`config.mk`:
```
export PLATFORM = sky130hd
export DESIGN_NAME = cmd_pkt_rx_flat
export DESIGN_NICKNAME = d
export VERILOG_FILES = /design/src/rtl/cmd_pkt_pkg.sv /design/src/rtl/cmd_pkt_rx_if.sv /design/src/rtl/cmd_pkt_csum_acc.sv /design/src/rtl/cmd_pkt_rx.sv /design/src/flat_wrapper.sv
export SDC_FILE = /design/constraint.sdc
export NUM_CORES = 1
export LEC_CHECK = 0
export CAP_MARGIN = 20
export CORE_MARGIN = 4
export CORE_UTILIZATION = 50
export DETAILED_ROUTE_END_ITERATION = 16
export GPL_TIMING_DRIVEN = 0
export PLACE_DENSITY = 0.8
export SLEW_MARGIN = 5
export SYNTH_ARGS = -nofsm -noshare
export SYNTH_HDL_FRONTEND = slang
export SYNTH_HIERARCHICAL = 1
export SYNTH_SLANG_ARGS = --single-unit
```
`constraint.sdc`:
```
create_clock -name clk -period 5.9 [get_ports clk]
set_clock_uncertainty 0.05 [all_clocks]
set_input_delay 1.18 -clock clk [delete_from_list [all_inputs] [get_ports clk]]
set_output_delay 1.18 -clock clk [all_outputs]
set_load 0.01 [all_outputs]
```
`src/rtl/cmd_pkt_pkg.sv`:
```
// cmd_pkt_pkg: shared types and constants for the command-packet receiver.
//   state_e  parser states
//   err_e    error code presented on pkt_err
//   CSUM_OK  value the modulo-256 sum of a whole packet must reach
package cmd_pkt_pkg;

    typedef enum logic [2:0] {
        S_HDR,
        S_LEN,
        S_PAY,
        S_CSUM,
        S_HOLD
    } state_e;

    typedef enum logic [1:0] {
        ERR_NONE = 2'd0,
        ERR_CSUM = 2'd1,
        ERR_LEN  = 2'd2
    } err_e;

    localparam logic [7:0] CSUM_OK = 8'h00;

endpackage

```
`src/rtl/cmd_pkt_rx_if.sv`:
```
// cmd_pkt_rx_if: byte-stream input, packet output and payload read port of cmd_pkt_rx.
//   in_valid/in_data/in_ready     byte link (producer -> receiver)
//   pkt_valid/pkt_ready           parsed packet handshake (receiver -> consumer)
//   pkt_header/pkt_length/pkt_err packet fields
//   rd_idx/rd_data                payload read by index
// master = link producer / packet consumer side, slave = receiver.
interface cmd_pkt_rx_if #(
    parameter int IDX_W = 4
);
    logic             in_valid;
    logic [7:0]       in_data;
    logic             in_ready;
    logic             pkt_valid;
    logic             pkt_ready;
    logic [7:0]       pkt_header;
    logic [7:0]       pkt_length;
    logic [1:0]       pkt_err;
    logic [IDX_W-1:0] rd_idx;
    logic [7:0]       rd_data;

    modport master (
        output in_valid, in_data, pkt_ready, rd_idx,
        input  in_ready, pkt_valid, pkt_header, pkt_length, pkt_err, rd_data
    );

    modport slave (
        input  in_valid, in_data, pkt_ready, rd_idx,
        output in_ready, pkt_valid, pkt_header, pkt_length, pkt_err, rd_data
    );
endinterface

```
`src/rtl/cmd_pkt_csum_acc.sv`:
```
// cmd_pkt_csum_acc: 8-bit modulo-256 running sum.
//   clk, rst_n  clock, async active-low reset (sum resets to 0)
//   clr         restart the sum; with en the result is din, without en it is 0
//   en          add din into the sum
//   din         byte to add
//   sum         current registered sum
module cmd_pkt_csum_acc
    import cmd_pkt_pkg::*;
(
    input  logic       clk,
    input  logic       rst_n,
    input  logic       clr,
    input  logic       en,
    input  logic [7:0] din,
    output logic [7:0] sum
);

    logic [7:0] sum_q, sum_d;
    logic [7:0] base, addend;

    always_comb begin
        base   = clr ? 8'h00 : sum_q;
        addend = en  ? din   : 8'h00;
        // carry out of bit 7 is dropped: the sum is modulo 256 by construction
        sum_d  = base + addend;
    end

    always_ff @(posedge clk or negedge rst_n) begin
        if (!rst_n) sum_q <= 8'h00;
        else        sum_q <= sum_d;
    end

    assign sum = sum_q;

endmodule

```
`src/rtl/cmd_pkt_rx.sv`:
```
// cmd_pkt_rx: parses {header, length, payload[length], checksum} from a byte stream,
// buffers one packet and presents it on a valid/ready output.
//   clk, rst_n  clock, async active-low reset
//   bus         cmd_pkt_rx_if.slave: byte input, packet fields, payload read port
// Parameters: MAX_LEN payload bytes stored (1..255), IDX_W payload index width.
// Payload beyond MAX_LEN is consumed but not stored and flags ERR_LEN.
module cmd_pkt_rx
    import cmd_pkt_pkg::*;
#(
    parameter int MAX_LEN = 16,
    parameter int IDX_W   = 4
) (
    input  logic         clk,
    input  logic         rst_n,
    cmd_pkt_rx_if.slave  bus
);

    localparam logic [7:0] MAX_LEN_B = 8'(MAX_LEN);

    state_e                    state_q, state_d;
    logic [7:0]                hdr_q, hdr_d;
    logic [7:0]                len_q, len_d;
    logic [7:0]                cnt_q, cnt_d;
    logic [1:0]                err_q, err_d;
    logic                      pkt_valid_q, pkt_valid_d;
    logic                      in_ready_q, in_ready_d;
    logic [MAX_LEN-1:0][7:0]   buf_q, buf_d;

    logic                      xfer;
    logic                      acc_clr, acc_en;
    logic [7:0]                acc_sum, csum_res, rd_lim;

    assign xfer = bus.in_valid && in_ready_q;

    cmd_pkt_csum_acc u_csum (
        .clk   (clk),
        .rst_n (rst_n),
        .clr   (acc_clr),
        .en    (acc_en),
        .din   (bus.in_data),
        .sum   (acc_sum)
    );

    always_comb begin
        state_d     = state_q;
        hdr_d       = hdr_q;
        len_d       = len_q;
        cnt_d       = cnt_q;
        err_d       = err_q;
        pkt_valid_d = pkt_valid_q;
        in_ready_d  = in_ready_q;
        buf_d       = buf_q;
        acc_clr     = 1'b0;
        acc_en      = 1'b0;
        // sum of the whole packet once the checksum byte is added
        csum_res    = acc_sum + bus.in_data;

        case (state_q)
            S_HDR: if (xfer) begin
                hdr_d   = bus.in_data;
                acc_clr = 1'b1;
                acc_en  = 1'b1;
                state_d = S_LEN;
            end
            S_LEN: if (xfer) begin
                len_d   = bus.in_data;
                acc_en  = 1'b1;
                cnt_d   = 8'd0;
                state_d = (bus.in_data == 8'd0) ? S_CSUM : S_PAY;
            end
            S_PAY: if (xfer) begin
                if (cnt_q < MAX_LEN_B) buf_d[cnt_q[IDX_W-1:0]] = bus.in_data;
                acc_en = 1'b1;
                cnt_d  = cnt_q + 8'd1;
                if (cnt_q == len_q - 8'd1) state_d = S_CSUM;
            end
            S_CSUM: if (xfer) begin
                acc_en = 1'b1;
                // an overlength packet reports ERR_LEN whatever its checksum says
                if (len_q > MAX_LEN_B)         err_d = ERR_LEN;
                else if (csum_res != CSUM_OK)  err_d = ERR_CSUM;
                else                           err_d = ERR_NONE;
                pkt_valid_d = 1'b1;
                in_ready_d  = 1'b0;
                state_d     = S_HOLD;
            end
            S_HOLD: if (bus.pkt_ready) begin
                // in_ready is low here, so no header can slip in on the handoff cycle
                pkt_valid_d = 1'b0;
                in_ready_d  = 1'b1;
                state_d     = S_HDR;
            end
            default: state_d = S_HDR;
        endcase
    end

    always_ff @(posedge clk or negedge rst_n) begin
        if (!rst_n) begin
            state_q     <= S_HDR;
            hdr_q       <= 8'h00;
            len_q       <= 8'h00;
            cnt_q       <= 8'h00;
            err_q       <= 2'd0;
            pkt_valid_q <= 1'b0;
            in_ready_q  <= 1'b1;
        end else begin
            state_q     <= state_d;
            hdr_q       <= hdr_d;
            len_q       <= len_d;
            cnt_q       <= cnt_d;
            err_q       <= err_d;
            pkt_valid_q <= pkt_valid_d;
            in_ready_q  <= in_ready_d;
        end
    end

    // payload storage is qualified by length on read, so it carries no reset
    always_ff @(posedge clk) begin
        buf_q <= buf_d;
    end

    assign bus.in_ready   = in_ready_q;
    assign bus.pkt_valid  = pkt_valid_q;
    assign bus.pkt_header = hdr_q;
    assign bus.pkt_length = len_q;
    assign bus.pkt_err    = err_q;

    always_comb begin
        rd_lim      = (len_q > MAX_LEN_B) ? MAX_LEN_B : len_q;
        bus.rd_data = 8'h00;
        if (8'(bus.rd_idx) < rd_lim) bus.rd_data = buf_q[bus.rd_idx];
    end

endmodule

```
`src/flat_wrapper.sv`:
```
// flat-port wrapper written by rule: the top's interface ports become plain ports
module cmd_pkt_rx_flat import cmd_pkt_pkg::*;
#(
    parameter int MAX_LEN = 16,
    parameter int IDX_W   = 4
)
  (clk, rst_n, bus_in_valid, bus_in_data, bus_pkt_ready, bus_rd_idx, bus_in_ready, bus_pkt_valid, bus_pkt_header, bus_pkt_length, bus_pkt_err, bus_rd_data);
  cmd_pkt_rx_if #(.IDX_W(IDX_W)) bus_i ();
  input  logic clk;
  input  logic rst_n;
  input wire logic [$bits(bus_i.in_valid)-1:0] bus_in_valid;
  input wire logic [$bits(bus_i.in_data)-1:0] bus_in_data;
  input wire logic [$bits(bus_i.pkt_ready)-1:0] bus_pkt_ready;
  input wire logic [$bits(bus_i.rd_idx)-1:0] bus_rd_idx;
  output wire logic [$bits(bus_i.in_ready)-1:0] bus_in_ready;
  output wire logic [$bits(bus_i.pkt_valid)-1:0] bus_pkt_valid;
  output wire logic [$bits(bus_i.pkt_header)-1:0] bus_pkt_header;
  output wire logic [$bits(bus_i.pkt_length)-1:0] bus_pkt_length;
  output wire logic [$bits(bus_i.pkt_err)-1:0] bus_pkt_err;
  output wire logic [$bits(bus_i.rd_data)-1:0] bus_rd_data;
  assign bus_i.in_valid = bus_in_valid;
  assign bus_i.in_data = bus_in_data;
  assign bus_i.pkt_ready = bus_pkt_ready;
  assign bus_i.rd_idx = bus_rd_idx;
  assign bus_in_ready = bus_i.in_ready;
  assign bus_pkt_valid = bus_i.pkt_valid;
  assign bus_pkt_header = bus_i.pkt_header;
  assign bus_pkt_length = bus_i.pkt_length;
  assign bus_pkt_err = bus_i.pkt_err;
  assign bus_rd_data = bus_i.rd_data;
  cmd_pkt_rx #(.MAX_LEN(MAX_LEN), .IDX_W(IDX_W)) u_core (.clk(clk), .rst_n(rst_n), .bus(bus_i));
endmodule
```
# Word-level counts from Yosys, hierarchy flattened
# Cells that the tools add are included.
# classes
addsub	4
magnitude_cmp	6
n_eq_ne	11
mux	31
reduce_logical	15
# op_table
operator	n
$bwmux 128	1
$mux 8	8
$bmux 8 s4	1
$demux 8 s4	1
$mux 3	6
$add 8x8->8	2
$pmux 8 s2	1
$pmux 3 s5	1
$lt 4x5->1 const B	2
$ne 2x1->1 const B	5
$mux 1	9
$reduce_and 3->1	3
$add 8x1->8 const B	1
$eq 8x8->1	1
$gt 8x5->1 const B	1
$logic_not 8->1	1
$lt 4x8->1	1
$lt 8x5->1 const B	1
$reduce_bool 8->1	1
$sub 8x1->8 const B	1
$eq 3x2->1 const B	2
$reduce_and 2->1	3
$reduce_and 6->1	1
$ge 4x1->1 const B	1
9 further kinds	12
# word_totals
regBits	167
in_bits	16
word_cells	91

# Logic depth before layout (Yosys ltp)
# depth
ltp_word	5
ltp_mapped	13
mapped_depth_nobuf	12

# Hierarchy
# Netlist, hierarchy kept.
# modules_own_cells
module	instances	cells_per_inst	area_per_inst_um2
cmd_pkt_rx	1	442	7113.1
cmd_pkt_csum_acc	1	63	596.8

# Worst setup path before layout
# No wires, ideal clock.
# synth_path
kind	in2out
from	input bus_rd_idx[1]
to	output bus_rd_data[0]
arrival_ns	2.634
setup_slack_ns	2.036
path_stages	5
n_path_buf	2
path_cell_list	clkbuf_1 -> buf_2 -> mux4_2 -> mux4_2 -> nor2b_1
# synth_between
elab_chain_len	3
elab_cells_between_ends	4
# synth_rtl
item	line_no	text
start, declared	flat_wrapper.sv:14	input wire logic [$bits(bus_i.rd_idx)-1:0] bus_rd_idx;
$bmux 8 s4	cmd_pkt_rx.sv:131	if (8'(bus.rd_idx) < rd_lim) bus.rd_data = buf_q[bus.rd_idx];
$mux 8 (implied by the code)	cmd_pkt_rx.sv:131	
$mux 8 (*)	cmd_pkt_rx.sv:131	
end, declared	flat_wrapper.sv:20	output wire logic [$bits(bus_i.rd_data)-1:0] bus_rd_data;
# Every way passes the cells marked *; elsewhere a longest branch is shown, timed or not. The select of a mux whose other input is x is not followed.

# Worst setup path after layout
# layout_path
from	input bus_rd_idx[1]
to	output bus_rd_data[4]
# The elaborated chain is that of the path after synthesis.

==> flow_results.org <==
** Yosys
- EDFF count, synth :: 128
- Number of cells produced by synthesis :: 505
- After synthesis, the most frequently instantiated cells are sky130_fd_sc_hd__edfxtp_1, sky130_fd_sc_hd__nand2_1, sky130_fd_sc_hd__dfrtp_1, sky130_fd_sc_hd__mux4_1, sky130_fd_sc_hd__ha_1.
- Dominant cell type by area after synthesis :: sky130_fd_sc_hd__edfxtp_1
- Sequential area share after synthesis :: 0.625
- Number of synthesis warnings :: 6
- Avg Cell Area, Syn :: around 15 µm²
- The number of different library cells used by synthesis comes to 49.
- Post-Synthesis Net Count :: 546
- Area share of the largest cell type after synthesis :: 0.499
- Most frequent cell after synthesis :: sky130_fd_sc_hd__edfxtp_1
- Syn Std Cell Area :: ~7700 µm²
- Sorting the synthesized cells by area gives the leading types as sky130_fd_sc_hd__edfxtp_1, sky130_fd_sc_hd__dfrtp_1, sky130_fd_sc_hd__mux4_1.
- Dominant register cell in the synthesized netlist :: sky130_fd_sc_hd__edfxtp_1
- Synthesis inferred ~170 register bits.
- Post-synth ARST share :: 0.234

** Setup path
- Of all nets on the critical path, the largest fanout is 10.
- CP Data Arrival Time :: between 4000 and 5000 ps
- The worst setup path is captured at a primary output.
- Terminus of the critical flop-to-flop path :: u_core/u_csum/sum[6]
- Required time of the worst setup path :: 4670 ps
- Type of the worst setup path :: input port to primary output
- Cell depth of the worst flop-to-flop path :: 12
- In this run the critical register-to-register path is launched from u_core/bus.in_ready.
- STA classifies the critical path startpoint as an input port.
- R2R setup slack :: between 2000 and 3000 ps

** STA
- The final-report max-slew violation count came to 0.
- Maximum achievable frequency :: about 180 MHz
- Subtracting the final worst setup slack from the clock period gives ~5400 ps.
- Setup repair after global routing left no endpoint under its margin.
- In this run the tightest slew margin relative to its limit is 0.326.
- Slew at the pin closest to its max-slew limit :: slightly above 1000 ps
- Post-route setup TNS :: 0 ps
- The count of endpoints failing hold in the final timing report is 0.
- Share of the cycle needed by the critical path after routing :: 0.917
- Setup violators final :: 0

** CTS
- Post-CTS Setup Repair Bufs :: 0
- The cell sitting at the root of the clock tree is a sky130_fd_sc_hd__clkbuf_16.
- Count of hold buffers inserted by post-cts repair :: 0
- At the later pin of the worst-skew pair, clock insertion delay measures 430 ps.
- In this run the deepest clock path goes through 2 buffers.
- Clk pin slew, worst setup/hold paths :: 70 ps
- Inserted Clock Buffers :: 17
- Clock tree from TritonCTS :: built
- CTS built an H-tree with a depth of 4.
- Clk sink count :: 167
- CTS resizes :: 0

** Placed design
- Post-detailed-placement half-perimeter wirelength :: 11,400 µm
- Final RePlAce weighted congestion :: 0.866
- Buffers placed on the I/O ports in this run total 42.

** Final layout
- Across the whole layout, storage elements account for 4820 µm².
- Fill cells in the final layout number 1,092.
- Relative to the synthesized area, the layout overhead comes to 17.5%.
- At the end of the flow the core is filled with cells to 0.598.
- Share of cells above drive strength 1 :: 0.144
- Area used by multi-input combinational logic :: 2720 µm²
- Final nets :: 618
- Diode insertion count for antenna repair :: 0

** Power and ir drop
- Switching fraction of total power :: 0.236
- Summed over all cells, the static leakage comes to 0.00341 µW.
- Power per Cell Area :: approximately 270 nW/µm²
- VDD sags by at most 0.000192 V.
- Of the total power, combinational logic draws 0.049.
- Of the total power, the clock network draws 0.438.
- Power dissipated by switching net loads :: 582 µW
- Cell internal power was estimated by the tool at 1890 µW.
- Fraction of power consumed by sequential logic :: 0.513

** Die
- The die is about 130 µm tall.
- The region available for standard cell placement spans 15,100 µm².
- During I/O placement, the number of pins put on the boundary was 44.
- In this run the core area contains 45 standard-cell rows.
- The die covers 17,500 µm².
- Effective utilization at floorplan :: 0.509
- The floorplan step set the die width to 132 µm.

** Global route
- Antenna violations before repair :: 0
- First-pass GRT wire length :: ~27,000 µm
- The total overflow left after global routing is 0.
- The via count of the first global-routing pass is 4,792.
- For this run, the total global-route usage over all layers was measured as 0.203.
- Pin count of the biggest net entering global routing :: 40

** Route
- Via count normalized by instance count :: 6.00
- DR pass1 iterations :: 8
- Summed over all layers, the routed wires come to between 15,000 and 20,000 µm.
- The count of nets left with antenna violations once routing finished came out at 0.
- Summing over every cut layer, the via total after detailed routing is 4,666.
- For this run, design rule violations remaining after detail routing come to 0.
- For this block, the initial DRC count from the detailed router was 440.
- Routed WL per cell :: 22.1 µm

** Flow run
- Number of violations of the max-capacitance limit :: 0

** Worst hold path
- Hold_sp :: u_core/bus.pkt_header[5]
- Cells on Worst Hold Path :: 2
- The min-delay analysis places its worst path in the category flip-flop to flip-flop.
- Hold worst-path end :: u_core/bus.pkt_header[5]

** Outcome
- Run status :: completed
cell usage in the layout (no fill, tap or decap), types with 8 or more instances in the layout:
cell / instances
sky130_fd_sc_hd__buf_2: 10
sky130_fd_sc_hd__clkdlybuf4s50_1: 41
sky130_fd_sc_hd__edfxtp_1: 128
sky130_fd_sc_hd__nand3_1: 13
sky130_fd_sc_hd__inv_1: 19
sky130_fd_sc_hd__clkbuf_16: 17
sky130_fd_sc_hd__nor3_1: 15
sky130_fd_sc_hd__nor2b_1: 16
sky130_fd_sc_hd__dfrtp_1: 38
sky130_fd_sc_hd__nor2_1: 18
sky130_fd_sc_hd__o21ai_0: 12
sky130_fd_sc_hd__mux4_1: 24
sky130_fd_sc_hd__xnor2_1: 18
sky130_fd_sc_hd__clkbuf_1: 11
sky130_fd_sc_hd__a21oi_1: 22
sky130_fd_sc_hd__nand2_1: 46
sky130_fd_sc_hd__ha_1: 23
sky130_fd_sc_hd__mux4_2: 16
sky130_fd_sc_hd__mux2_2: 8
kinds of logic (layout without fill, tap and decap cells):
logic type                 count (synthesis)  after routing  share of synthesized area
adders and majority gates                 25             25                     0.0425
buffers and inverters                     40            125                     0.0261
AOI/OAI and AO/OA                         54             54                     0.0414
and+or+nand+nor                          146            146                     0.0956
muxes                                     51             51                      0.144
xor gates and xnor gates                  22             22                     0.0250
DFF                                      167            167                      0.625
per-layer routing:
metal	GRT usage	vias to the layer above	wire, µm	part of all wire
met3	0.0489	8	870	0.051
met1	0.268	2386	7270	0.42
met5	0	-	0	0
met2	0.350	167	9020	0.52
li1	-	2105	-	-
met4	0.0370	0	70	0.0041
worst max-delay path, stage by stage:
cell and delay, ps:
sky130_fd_sc_hd__clkdlybuf4s50_1 530, sky130_fd_sc_hd__clkbuf_1 540, sky130_fd_sc_hd__buf_2 400, sky130_fd_sc_hd__mux4_2 390
sky130_fd_sc_hd__mux4_2 490, sky130_fd_sc_hd__nor2b_1 150, sky130_fd_sc_hd__clkdlybuf4s50_1 480
how the worst max path moves through the flow:
stage                             start        endpoint  slack (ps)  cells past startpoint
after floorplan           bus_rd_idx[1]  bus_rd_data[0]        2040                      5
after global placement    bus_rd_idx[1]  bus_rd_data[4]         500                      7
final                     bus_rd_idx[1]  bus_rd_data[4]         490                      7
after global routing      bus_rd_idx[1]  bus_rd_data[4]         390                      7
after detailed placement  bus_rd_idx[1]  bus_rd_data[4]         420                      7
after CTS                 bus_rd_idx[1]  bus_rd_data[4]         410                      7
layout make-up:
type,count,area share
Timing Repair Buffer,53,0.0550
Buffer,19,0.0135
Clock buffer,17,0.0470
Sequential cell,167,0.532
Tap cell,188,0.0260
Inverter,21,0.00870
Multi-Input combinational cell,298,0.301
Clock inverter,15,0.0171
registers in the layout (all words and copies together) (netlist names):
signal and flops:
u_core/u_csum/sum 8, u_core/state_q 3, u_core/bus.pkt_valid 1, u_core/bus.pkt_header 8
u_core/bus.pkt_err 2, u_core/cnt_q 8, u_core/bus.in_ready 1, u_core/buf_q 128
u_core/bus.pkt_length 8
through the flow:
step / area (µm²) / cells / worst slack [ps] / hold slack [ps] / power [µW]
final: 9060 / 778 / 492 / 434 / 2470
after global placement: 8370 / 735 / 500 / 414 / 1410
after global routing: 9060 / 778 / 390 / 479 / 2540
after floorplan: 7710 / 505 / 2040 / 400 / 1350
after detailed placement: 8470 / 745 / 421 / 414 / 1410
after CTS: 9050 / 777 / 407 / 442 / 2490
power groups by stage:
stage | registers [µW] | clock network, µW | logic, µW
after CTS | 1270 | 1100 | 121
after floorplan | 1290 | 0 | 58.1
after detailed placement | 1290 | 0 | 121
after global placement | 1290 | 0 | 115
after global routing | 1270 | 1150 | 129
final | 1270 | 1080 | 120
Power figures use the tool's default switching activity.
